**src/rtl/rpn_pkg.sv**
```systemverilog
// -----------------------------------------------------------------------------
// rpn_pkg
// Shared types for the RPN engine: command opcodes, sequencer states and the
// sticky error codes reported on ERR.
// -----------------------------------------------------------------------------
package rpn_pkg;

  typedef enum logic [2:0] {
    OP_NOP  = 3'b000,
    OP_PUSH = 3'b001,
    OP_ADD  = 3'b010,
    OP_SUB  = 3'b011,
    OP_AND  = 3'b100,
    OP_XOR  = 3'b101,
    OP_DUP  = 3'b110,
    OP_DROP = 3'b111
  } op_e;

  typedef enum logic [2:0] {
    S_IDLE,
    S_POP_B,
    S_POP_A,
    S_RESTORE,
    S_PEEK,
    S_EXEC,
    S_PUSH_R
  } state_e;

  localparam logic [1:0] ERR_NONE  = 2'b00;
  localparam logic [1:0] ERR_UNDER = 2'b01;
  localparam logic [1:0] ERR_OVER  = 2'b10;

endpackage

```
**src/rtl/rpn_alu.sv**
```systemverilog
// -----------------------------------------------------------------------------
// rpn_alu
// Combinational ALU for the RPN engine. Computes A op B, wrapping modulo
// 2^WIDTH. Non-ALU opcodes produce zero.
//
// Build option: RPN_CARRY_EN
//   defined   : ADD reports carry-out, SUB reports borrow (A < B),
//               AND/XOR report 0.
//   undefined : datapath is WIDTH bits only and o_carry is constant 0.
//
// Ports
//   i_a, i_b  : operands (A = second pop, B = top of stack)
//   i_op      : opcode
//   o_r       : result
//   o_carry   : carry / borrow flag
// -----------------------------------------------------------------------------
module rpn_alu
  import rpn_pkg::*;
#(
  parameter int WIDTH = 4
) (
  input  logic [WIDTH-1:0] i_a,
  input  logic [WIDTH-1:0] i_b,
  input  op_e              i_op,
  output logic [WIDTH-1:0] o_r,
  output logic             o_carry
);

`ifdef RPN_CARRY_EN
  logic [WIDTH:0] w_sum;
  logic [WIDTH:0] w_diff;

  // The extra MSB of the widened difference is the borrow out (A < B).
  assign w_sum  = {1'b0, i_a} + {1'b0, i_b};
  assign w_diff = {1'b0, i_a} - {1'b0, i_b};

  // NOTE: every output of a combinational block gets a default first, so no
  // path through the case statement can leave it unassigned and infer a latch.
  always_comb begin
    o_r     = '0;
    o_carry = 1'b0;
    case (i_op)
      OP_ADD: begin
        o_r     = w_sum[WIDTH-1:0];
        o_carry = w_sum[WIDTH];
      end
      OP_SUB: begin
        o_r     = w_diff[WIDTH-1:0];
        o_carry = w_diff[WIDTH];
      end
      OP_AND: o_r = i_a & i_b;
      OP_XOR: o_r = i_a ^ i_b;
      default: ;
    endcase
  end
`else
  always_comb begin
    o_r = '0;
    case (i_op)
      OP_ADD:  o_r = i_a + i_b;
      OP_SUB:  o_r = i_a - i_b;
      OP_AND:  o_r = i_a & i_b;
      OP_XOR:  o_r = i_a ^ i_b;
      default: ;
    endcase
  end

  assign o_carry = 1'b0;
`endif

endmodule

```
**src/rtl/rpn_engine.sv**
```systemverilog
// -----------------------------------------------------------------------------
// rpn_engine
// Command-driven initiator for the shared stack block. Accepts PUSH and
// arithmetic opcodes on a valid/ready port, sequences pop/push strobes on the
// stack, and pushes results back, making the stack a small RPN calculator.
//
// Build option: RPN_CARRY_EN (carry/borrow reporting, see rpn_alu).
//
// Ports
//   CLK, RST_N            : clock, asynchronous active-low reset
//   CMD_VALID/CMD_READY   : command handshake (ready only in IDLE)
//   CMD_OP, CMD_DATA      : opcode and PUSH literal
//   RESULT, RESULT_VALID  : last ALU/DUP value and its push pulse
//   ERR                   : sticky error (00 none, 01 underflow, 10 overflow)
//   CARRY                 : carry/borrow of the last ADD/SUB/AND/XOR
//   STK_PUSH, STK_POP     : stack strobes
//   STK_DIN               : stack push data
//   STK_DOUT              : stack top (combinational from the stack)
//   STK_FULL, STK_EMPTY   : stack status
// -----------------------------------------------------------------------------
module rpn_engine
  import rpn_pkg::*;
#(
  parameter int WIDTH = 4
) (
  input  logic             CLK,
  input  logic             RST_N,
  input  logic             CMD_VALID,
  output logic             CMD_READY,
  input  logic [2:0]       CMD_OP,
  input  logic [WIDTH-1:0] CMD_DATA,
  output logic [WIDTH-1:0] RESULT,
  output logic             RESULT_VALID,
  output logic [1:0]       ERR,
  output logic             CARRY,
  output logic             STK_PUSH,
  output logic             STK_POP,
  output logic [WIDTH-1:0] STK_DIN,
  input  logic [WIDTH-1:0] STK_DOUT,
  input  logic             STK_FULL,
  input  logic             STK_EMPTY
);

  state_e           r_state;
  state_e           w_next;
  op_e              r_op;
  op_e              w_cmd_op;
  logic [WIDTH-1:0] r_a;
  logic [WIDTH-1:0] r_b;
  logic [WIDTH-1:0] r_r;
  logic [WIDTH-1:0] r_result;
  logic [1:0]       r_err;
  logic             r_carry;
  logic [WIDTH-1:0] w_alu_r;
  logic             w_alu_carry;

  assign w_cmd_op = op_e'(CMD_OP);

  rpn_alu #(.WIDTH(WIDTH)) u_alu (
    .i_a     (r_a),
    .i_b     (r_b),
    .i_op    (r_op),
    .o_r     (w_alu_r),
    .o_carry (w_alu_carry)
  );

  // NOTE: sequential state uses non-blocking assignments so every flop samples
  // pre-edge values regardless of statement order.
  always_ff @(posedge CLK or negedge RST_N) begin
    if (!RST_N) r_state <= S_IDLE;
    else        r_state <= w_next;
  end

  // Next state and strobe decode. Outputs depend only on state, registers and
  // stack status, never on CMD_*.
  always_comb begin
    w_next       = r_state;
    CMD_READY    = 1'b0;
    STK_PUSH     = 1'b0;
    STK_POP      = 1'b0;
    STK_DIN      = '0;
    RESULT_VALID = 1'b0;
    case (r_state)
      S_IDLE: begin
        CMD_READY = 1'b1;
        if (CMD_VALID) begin
          case (w_cmd_op)
            OP_PUSH:                               w_next = S_PUSH_R;
            OP_ADD, OP_SUB, OP_AND, OP_XOR, OP_DROP: w_next = S_POP_B;
            OP_DUP:                                w_next = S_PEEK;
            default:                               w_next = S_IDLE;
          endcase
        end
      end
      S_POP_B: begin
        if (STK_EMPTY) begin
          w_next = S_IDLE;
        end else begin
          STK_POP = 1'b1;
          w_next  = (r_op == OP_DROP) ? S_IDLE : S_POP_A;
        end
      end
      S_POP_A: begin
        if (STK_EMPTY) begin
          w_next = S_RESTORE;
        end else begin
          STK_POP = 1'b1;
          w_next  = S_EXEC;
        end
      end
      // B was just popped, so the stack cannot be full here.
      S_RESTORE: begin
        STK_PUSH = 1'b1;
        STK_DIN  = r_b;
        w_next   = S_IDLE;
      end
      S_PEEK:  w_next = STK_EMPTY ? S_IDLE : S_PUSH_R;
      S_EXEC:  w_next = S_PUSH_R;
      S_PUSH_R: begin
        if (!STK_FULL) begin
          STK_PUSH     = 1'b1;
          STK_DIN      = r_r;
          RESULT_VALID = (r_op != OP_PUSH);
        end
        w_next = S_IDLE;
      end
      default: w_next = S_IDLE;
    endcase
  end

  // Datapath. r_r holds the PUSH literal, the peeked DUP value or the ALU
  // result; whichever it is, PUSH_R writes it to the stack.
  always_ff @(posedge CLK or negedge RST_N) begin
    if (!RST_N) begin
      r_op     <= OP_NOP;
      r_a      <= '0;
      r_b      <= '0;
      r_r      <= '0;
      r_result <= '0;
      r_err    <= ERR_NONE;
      r_carry  <= 1'b0;
    end else begin
      case (r_state)
        S_IDLE: begin
          if (CMD_VALID) begin
            r_op <= w_cmd_op;
            r_r  <= CMD_DATA;
            if (w_cmd_op == OP_NOP) r_err <= ERR_NONE;
          end
        end
        S_POP_B: begin
          if (STK_EMPTY) r_err <= ERR_UNDER;
          else           r_b   <= STK_DOUT;
        end
        S_POP_A: begin
          if (!STK_EMPTY) r_a <= STK_DOUT;
        end
        S_RESTORE: r_err <= ERR_UNDER;
        S_PEEK: begin
          if (STK_EMPTY) begin
            r_err <= ERR_UNDER;
          end else begin
            r_r      <= STK_DOUT;
            r_result <= STK_DOUT;
          end
        end
        S_EXEC: begin
          r_r      <= w_alu_r;
          r_result <= w_alu_r;
          r_carry  <= w_alu_carry;
        end
        S_PUSH_R: begin
          if (STK_FULL) r_err <= ERR_OVER;
        end
        default: ;
      endcase
    end
  end

  assign RESULT = r_result;
  assign ERR    = r_err;
  assign CARRY  = r_carry;

endmodule

```
**config.mk**
```make
export PLATFORM = sky130hd
export DESIGN_NAME = rpn_engine
export DESIGN_NICKNAME = d
export VERILOG_FILES = /design/src/rtl/rpn_pkg.sv /design/src/rtl/rpn_alu.sv /design/src/rtl/rpn_engine.sv
export SDC_FILE = /design/constraint.sdc
export NUM_CORES = 1
export LEC_CHECK = 0
export CORE_ASPECT_RATIO = 0.9
export CORE_MARGIN = 2
export CORE_UTILIZATION = 58
export CTS_BUF_LIST = sky130_fd_sc_hd__clkbuf_4 sky130_fd_sc_hd__clkbuf_8
export DETAILED_ROUTE_END_ITERATION = 12
export PLACE_DENSITY = 0.87
export SLEW_MARGIN = 20
export SYNTH_ARGS = -nofsm -noshare
export SYNTH_HDL_FRONTEND = slang
export SYNTH_SLANG_ARGS = --single-unit
```
**constraint.sdc**
```tcl
create_clock -name CLK -period 4.5 [get_ports CLK]
set_input_delay 0.9 -clock CLK [delete_from_list [all_inputs] [get_ports CLK]]
set_output_delay 0.9 -clock CLK [all_outputs]
set_load 0.01 [all_outputs]
```
==> results of run 1 <==
-- layer usage --
| metal | vias to the layer above | share of wire, % | track usage [%] |
|---|---|---|---|
| li1 | 731 | - | - |
| met4 | 0 | 0.69 | 7.25 |
| met5 | - | 0 | 0 |
| met3 | 5 | 6.9 | 3.95 |
| met1 | 715 | 45 | 35.2 |
| met2 | 61 | 47 | 43.0 |
-- Yosys cell counts (2+ instances only) --
master and number:
a21oi_1 11, a31oi_1 7, a32oi_1 4, and3_1 6, buf_2 2, clkbuf_1 7, dfrtp_1 24, ha_1 9
inv_1 9, mux2_2 7, mux2i_1 4, nand2_1 12, nand3_1 2, nand3b_1 2, nor2_1 19, nor2b_1 9
nor3_1 3, nor3b_1 2, o21a_1 2, o21ai_0 14, o22ai_1 4, o31ai_1 2, or2_2 2, or3_1 2
xnor2_1 2
-- metrics by stage --
step	cells	worst slack [ns]	utilization (%)	hold slack (ns)
after floorplan	189	1.91	-	0.517
after global placement	248	0.861	71.6	0.495
after detailed placement	248	0.819	71.6	0.503
after CTS	252	0.800	73.0	0.533
after global routing	252	0.700	72.8	0.550
final	252	0.783	72.8	0.529
-- sequential cells by signal (all words and copies together), names as in the netlist --
signal,count
r_r,4
r_op,3
r_state,3
r_a,4
RESULT,4
r_b,4
ERR,2
-- critical path, stage by stage --
cell and delay, ns:
clkdlybuf4s50_1 0.71, inv_1 0.13, and3_1 0.27, or2_2 0.32
clkdlybuf4s50_1 0.48
-- where the power goes --
group | internal, mW | leakage [nW] | switching [mW]
combinational | 0.404 | 0.533 | 0.391
clock | 0.0495 | 0.0210 | 0.0654
sequential | 0.320 | 0.286 | 0.145
-- worst max path at each step --
stage               from  endpoint  cells past startpoint
6_report       STK_EMPTY   STK_POP                      5
5_1_grt        STK_EMPTY   STK_POP                      5
4_1_cts        STK_EMPTY   STK_POP                      5
3_5_place_dp   STK_EMPTY   STK_POP                      5
3_3_place_gp   STK_EMPTY   STK_POP                      5
2_1_floorplan  STK_EMPTY   STK_POP                      3
-- cell families (layout without fill, tap and decap cells) --
logic type | count (synthesis) | count (layout) | share of synthesized area, %
AO/OA/AOI/OAI | 53 | 53 | 20.2
multiplexers | 11 | 11 | 7.10
other | 1 | 1 | 0.224
flip-flops | 24 | 24 | 35.8
adder cells (fa/ha/maj) | 10 | 10 | 7.92
AND/OR/NAND/NOR | 67 | 67 | 21.8
buffers and inverters | 20 | 43 | 5.30
XOR/XNOR | 3 | 3 | 1.57
-- cell type report --
class,count,area [um^2]
fill,234,748
timing repair buffer,30,293
multi-input combinational,145,986
tap,40,50.0
sequential,24,601
clock buffer,4,36.3
inverter,9,33.8
==> run_results.csv, run 1 <==
group,metric,value,unit
timing,finalSetupViolCount,0,
drt,ant_nets,0,
timing,min_period_over_period,82.6,%
floorplan,fp-row-count,18,
cts,worstSkewPairLatency,0.32,ns
finish,final_cell_mix,"28 x clkdlybuf4s50_1, 24 x dfrtp_1, 19 x nor2_1, 14 x o21ai_0, 12 x nand2_1",
synthesis,yosysTopAreaCell,"dfrtp_1",
synthesis,synth_edf_count,0,
worst_hold_path,holdPathStages,1,
synthesis,ys_seq_area_share,35.8,%
cts,cts_resized,0,
drt,drt-initial-drc-count,88,
worst_hold_path,hp-class,"reg2reg",
critical_path,crit_arrival,2.82,ns
critical_path,r2r_end,"RESULT[3]$_DFFE_PN0P_",
cts,cts_tree,"done",
drt,dr.pass1.iters,4,
floorplan,die_w,60.7,um
critical_path,critPathLaunchType,"input port",
floorplan,io_pins,31,
finish,area_growth,19.3,%
cts,clk_pin_slew,0.13,ns
synthesis,yosys-top-cells-area,"dfrtp_1 36%, ha_1 6.7%, mux2_2 4.7%",
run_status,run_status,"completed",
global_route,grt_first_pass_wirelength,6420,um
drt,drt-vias-per-instance,6.00,
power_and_ir_drop,powerDensity,688,mW/mm^2
timing,worst_pin_slew,0.618,ns
cts,htreeDepth,1,
power_and_ir_drop,p_leak,0.840,nW
synthesis,postSynthCellCount,189,
floorplan,die_h,55.0,um
cts,postCtsSetupBuffers,0,
worst_hold_path,hold_start,"ERR[0]$_DFFE_PN0P_",
synthesis,synth_area_per_cell,8.86,um^2
critical_path,reg2reg_from,"r_op[0]$_DFFE_PN0P_",
critical_path,crit_path_end_kind,"output pin",
finish,layout_commonest_cell,"clkdlybuf4s50_1",
worst_hold_path,hold_end,"ERR[0]$_DFFE_PN0P_",
synthesis,synth_top_area_share,35.8,%
timing,period_minus_slack,3.72,ns
finish,n_antenna_cell,0,
drt,routed_wl,3890,um
critical_path,reg2reg_depth,9,
synthesis,yosysUniqueCellTypes,47,
critical_path,critPathKind,"in2out",
drt,wire_per_inst,15.4,um
drt,drc,0,
timing,rsz0062_at_grt,"no",
timing,timing.final.hold_violations,0,
synthesis,ys_ff_latch,24,
timing,max_freq,0.269,GHz
global_route,grtUsageTotal,25.8,%
synthesis,synth-main-ff-cell,"dfrtp_1",
global_route,antenna_found_initial,0,
flow_run,maxCapViolCount,0,
global_route,grt_max_degree,25,
drt,vias,1512,
cts,cts_buffer_depth,2,
synthesis,syn_area,0.00168,mm^2
critical_path,required,3.60,ns
cts,cts_hold_buf,0,
critical_path,cp_max_fo,11,
timing,timing.slew.headroom,58.8,%
global_route,overflow,0,
floorplan,core_area,0.00275,mm^2
timing,drv_slew,0,
critical_path,r2r_slack,1.68,ns
placed_design,placed_area,0.00197,mm^2
finish,fin_area,0.00200,mm^2
cts,cts_buffers,3,
timing,finalSetupTns,0,ns
floorplan,start_util,61.0,%
synthesis,ys_async_sr_fraction,100,%
cts,cts.sinks,24,
placed_design,io_buffers,29,
power_and_ir_drop,peakVddDrop,416,uV
finish,nNetsFinal,239,
global_route,grt_pass1_vias,1452,
power_and_ir_drop,total_power,1.38,mW
placed_design,place_congestion,0.893,
finish,drive_above_1_share,8.96,%
synthesis,synth_nets,215,
timing,finClkSkew,0.00308,ns
placed_design,hpwl,2940,um
synthesis,yosysWarnings,0,
floorplan,die-area,0.00333,mm^2
cts,root_buffer,"clkbuf_4",
(Power assumes the default switching activity.)
==> run 2, diff against run 1 <==
--- a/config.mk
+++ b/config.mk
@@ -7,10 +7,10 @@
 export LEC_CHECK = 0
 export CORE_ASPECT_RATIO = 0.9
 export CORE_MARGIN = 2
-export CORE_UTILIZATION = 58
+export CORE_UTILIZATION = 49
 export CTS_BUF_LIST = sky130_fd_sc_hd__clkbuf_4 sky130_fd_sc_hd__clkbuf_8
 export DETAILED_ROUTE_END_ITERATION = 12
-export PLACE_DENSITY = 0.87
+export PLACE_DENSITY = 0.79
 export SLEW_MARGIN = 20
 export SYNTH_ARGS = -nofsm -noshare
 export SYNTH_HDL_FRONTEND = slang
==> constraint.sdc (replaced) <==
create_clock -name CLK -period 3.1 [get_ports CLK]
set_input_delay 0.62 -clock CLK [delete_from_list [all_inputs] [get_ports CLK]]
set_output_delay 0.62 -clock CLK [all_outputs]
set_load 0.01 [all_outputs]
==> run 2 against run 1 <==
First-iteration DRC count up 15%. Clock power up 150%. Cell area up 3.8%.
==> run_results.csv, run 2 (same netlist as run 1, synthesis figures left out) <==
group,metric,value,unit
finish,nNetsFinal,243,
critical_path,crit_slowest_cell,"dfrtp_1",
global_route,grt_pass1_vias,1390,
cts,root_buffer,"clkbuf_8",
floorplan,fp-row-count,20,
power_and_ir_drop,pwr-share-seq,31.0,%
critical_path,r2r_slack,0.36,ns
drt,dr_wl_met3,127,um
cts,cts.sinks,24,
floorplan,die_h,59.5,um
timing,max_freq,0.358,GHz
global_route,antenna_found_initial,0,
finish,fillers,305,
finish,fin_area,0.00207,mm^2
critical_path,reg2reg_depth,10,
cts,cts_hold_buf,0,
power_and_ir_drop,p_sw_share,41.5,%
critical_path,crit_arrival,2.18,ns
cts,cts_resized,0,
timing,worst_hold_slack,0.520,ns
cts,clk_pin_slew,0.09,ns
timing,finalSetupTns,0,ns
placed_design,hpwl,2880,um
placed_design,place_congestion,0.847,
power_and_ir_drop,comb_power_share,55.7,%
drt,drt-vias-per-instance,5.77,
cts,postCtsSetupBuffers,0,
power_and_ir_drop,p_switching,0.879,mW
global_route,overflow,0,
finish,final_cell_mix,"29 x clkdlybuf4s50_1, 24 x dfrtp_1, 19 x nor2_1, 14 x o21ai_0, 12 x nand2_1",
finish,n_antenna_cell,0,
drt,ant_nets,0,
cts,cts_buffers,3,
floorplan,die_w,65.6,um
timing,rsz0062_at_grt,"no",
worst_hold_path,hp-class,"reg2reg",
timing,finClkSkew,0.00627,ns
floorplan,io_pins,31,
drt,highest_layer,"met4",
drt,vias,1501,
critical_path,r2r_end,"RESULT[3]$_DFFE_PN0P_",
timing,min_period_over_period,90.2,%
critical_path,reg2reg_from,"r_b[0]$_DFFE_PN0P_",
critical_path,critPathKind,"reg2out",
timing,drv_slew,0,
floorplan,die-area,0.00390,mm^2
critical_path,critPathLaunchType,"flop",
drt,drt-initial-drc-count,101,
global_route,grtUsageTotal,21.2,%
power_and_ir_drop,power_frac_clock,13.3,%
critical_path,crit_path_end_kind,"output pin",
timing,period_minus_slack,2.80,ns
global_route,grt_first_pass_wirelength,6330,um
cts,cts_tree,"done",
drt,wl_met2,1780,um
placed_design,io_buffers,29,
floorplan,core_area,0.00333,mm^2
critical_path,required,2.48,ns
cts,worstSkewPairLatency,0.27,ns
finish,postLayoutCoreUtil,62.3,%
finish,drive_above_1_share,10.2,%
drt,wire_per_inst,14.8,um
floorplan,start_util,50.3,%
placed_design,placed_area,0.00200,mm^2
finish,layout_commonest_cell,"clkdlybuf4s50_1",
critical_path,slowest_delay,0.54,ns
cts,htreeDepth,1,
drt,dr.pass1.iters,4,
worst_hold_path,holdPathStages,1,
power_and_ir_drop,intPower,1.24,mW
run_status,run_status,"completed",
global_route,grt_max_degree,25,
flow_run,maxCapViolCount,0,
power_and_ir_drop,peakVddDrop,521,uV
timing,worst_pin_slew,0.619,ns
timing,timing.final.hold_violations,0,
power_and_ir_drop,p_leak,0.875,nW
critical_path,critical_path.cell_chain,"inv_1 -> nor2_1 -> a32oi_1 -> nor2b_1 -> clkdlybuf4s50_1",
drt,wl_met1,1920,um
finish,seq_area,601,um^2
critical_path,crit_path_end,"STK_DIN[2]",
power_and_ir_drop,powerDensity,1020,mW/mm^2
finish,area_growth,23.8,%
critical_path,cp_max_fo,14,
finish,multi_input_comb_area,986,um^2
critical_path,setup.worst_path.start,"r_state[0]$_DFFE_PN0P_",
timing,timing.slew.headroom,58.8,%
cts,cts_buffer_depth,2,
drt,routed_wl,3860,um
timing,finalSetupViolCount,0,
drt,drc,0,
-- run 2: cell types whose count changed in the layout (fill, tap and decap cells not counted) --
| cell | delta |
|---|---|
| buf_4 | +4 |
| bufinv_16 | +1 |
| buf_2 | -1 |
| clkbuf_4 | -3 |
| clkbuf_8 | +2 |
| clkdlybuf4s50_1 | +1 |
-- run 2: per-stage QoR --
step                      setup slack [ns]  instances  power, mW
after global placement               0.348        256       1.78
after floorplan                      0.562        189       1.47
after detailed placement             0.325        256       1.82
final                                0.305        260       2.12
after global routing                 0.102        260       2.29
after CTS                            0.310        260       2.11
-- run 2: how the worst min path moves through the flow --
stage | from | end | slack, ns
after global placement | ERR[0]$_DFFE_PN0P_ | ERR[0]$_DFFE_PN0P_ | 0.50
after CTS | ERR[0]$_DFFE_PN0P_ | ERR[0]$_DFFE_PN0P_ | 0.53
after global routing | ERR[0]$_DFFE_PN0P_ | ERR[0]$_DFFE_PN0P_ | 0.55
after floorplan | RST_N | ERR[0]$_DFFE_PN0P_ | 0.32
final | ERR[0]$_DFFE_PN0P_ | ERR[0]$_DFFE_PN0P_ | 0.52
after detailed placement | ERR[0]$_DFFE_PN0P_ | ERR[0]$_DFFE_PN0P_ | 0.51
-- run 2: area by class of cell --
| cell class | count | area share [%] |
|---|---|---|
| clock buffers | 3 | 1.99 |
| inverters | 9 | 1.63 |
| flip-flops and latches | 24 | 29.0 |
| clock inverters | 1 | 1.45 |
| well taps | 44 | 2.65 |
| repair buffers | 34 | 15.8 |
| multi-input cells | 145 | 47.5 |
-- run 2: critical path: cells and delay by family (launching register included) --
kind	cells	cell delay, ns
buffers and inverters	2	0.82
AO/OA/AOI/OAI	1	0.09
AND/OR/NAND/NOR	2	0.45
flip-flops	1	0.54
-- run 2: per-layer routing --
metal / track usage, % / vias up
met5: 0 / -
met4: 5.95 / 0
met3: 2.28 / 5
met2: 36.8 / 40
met1: 28.2 / 723
li1: - / 733
-- run 2: power groups by stage --
stage	Sequential, mW	Combinational (mW)	Clock, mW
2_1_floorplan	0.585	0.882	0
3_3_place_gp	0.651	1.13	0
3_5_place_dp	0.658	1.16	0
5_1_grt	0.680	1.32	0.296
6_report	0.657	1.18	0.283
4_1_cts	0.651	1.18	0.284
==> run 3, diff against run 2 <==
--- a/config.mk
+++ b/config.mk
@@ -9,6 +9,7 @@
 export CORE_MARGIN = 2
 export CORE_UTILIZATION = 49
 export CTS_BUF_LIST = sky130_fd_sc_hd__clkbuf_4 sky130_fd_sc_hd__clkbuf_8
+export CTS_CLUSTER_SIZE = 10
 export DETAILED_ROUTE_END_ITERATION = 12
 export PLACE_DENSITY = 0.79
 export SLEW_MARGIN = 20
==> results of run 3 <==
The final DEF is identical to that of run 2; final timing and power are the same.
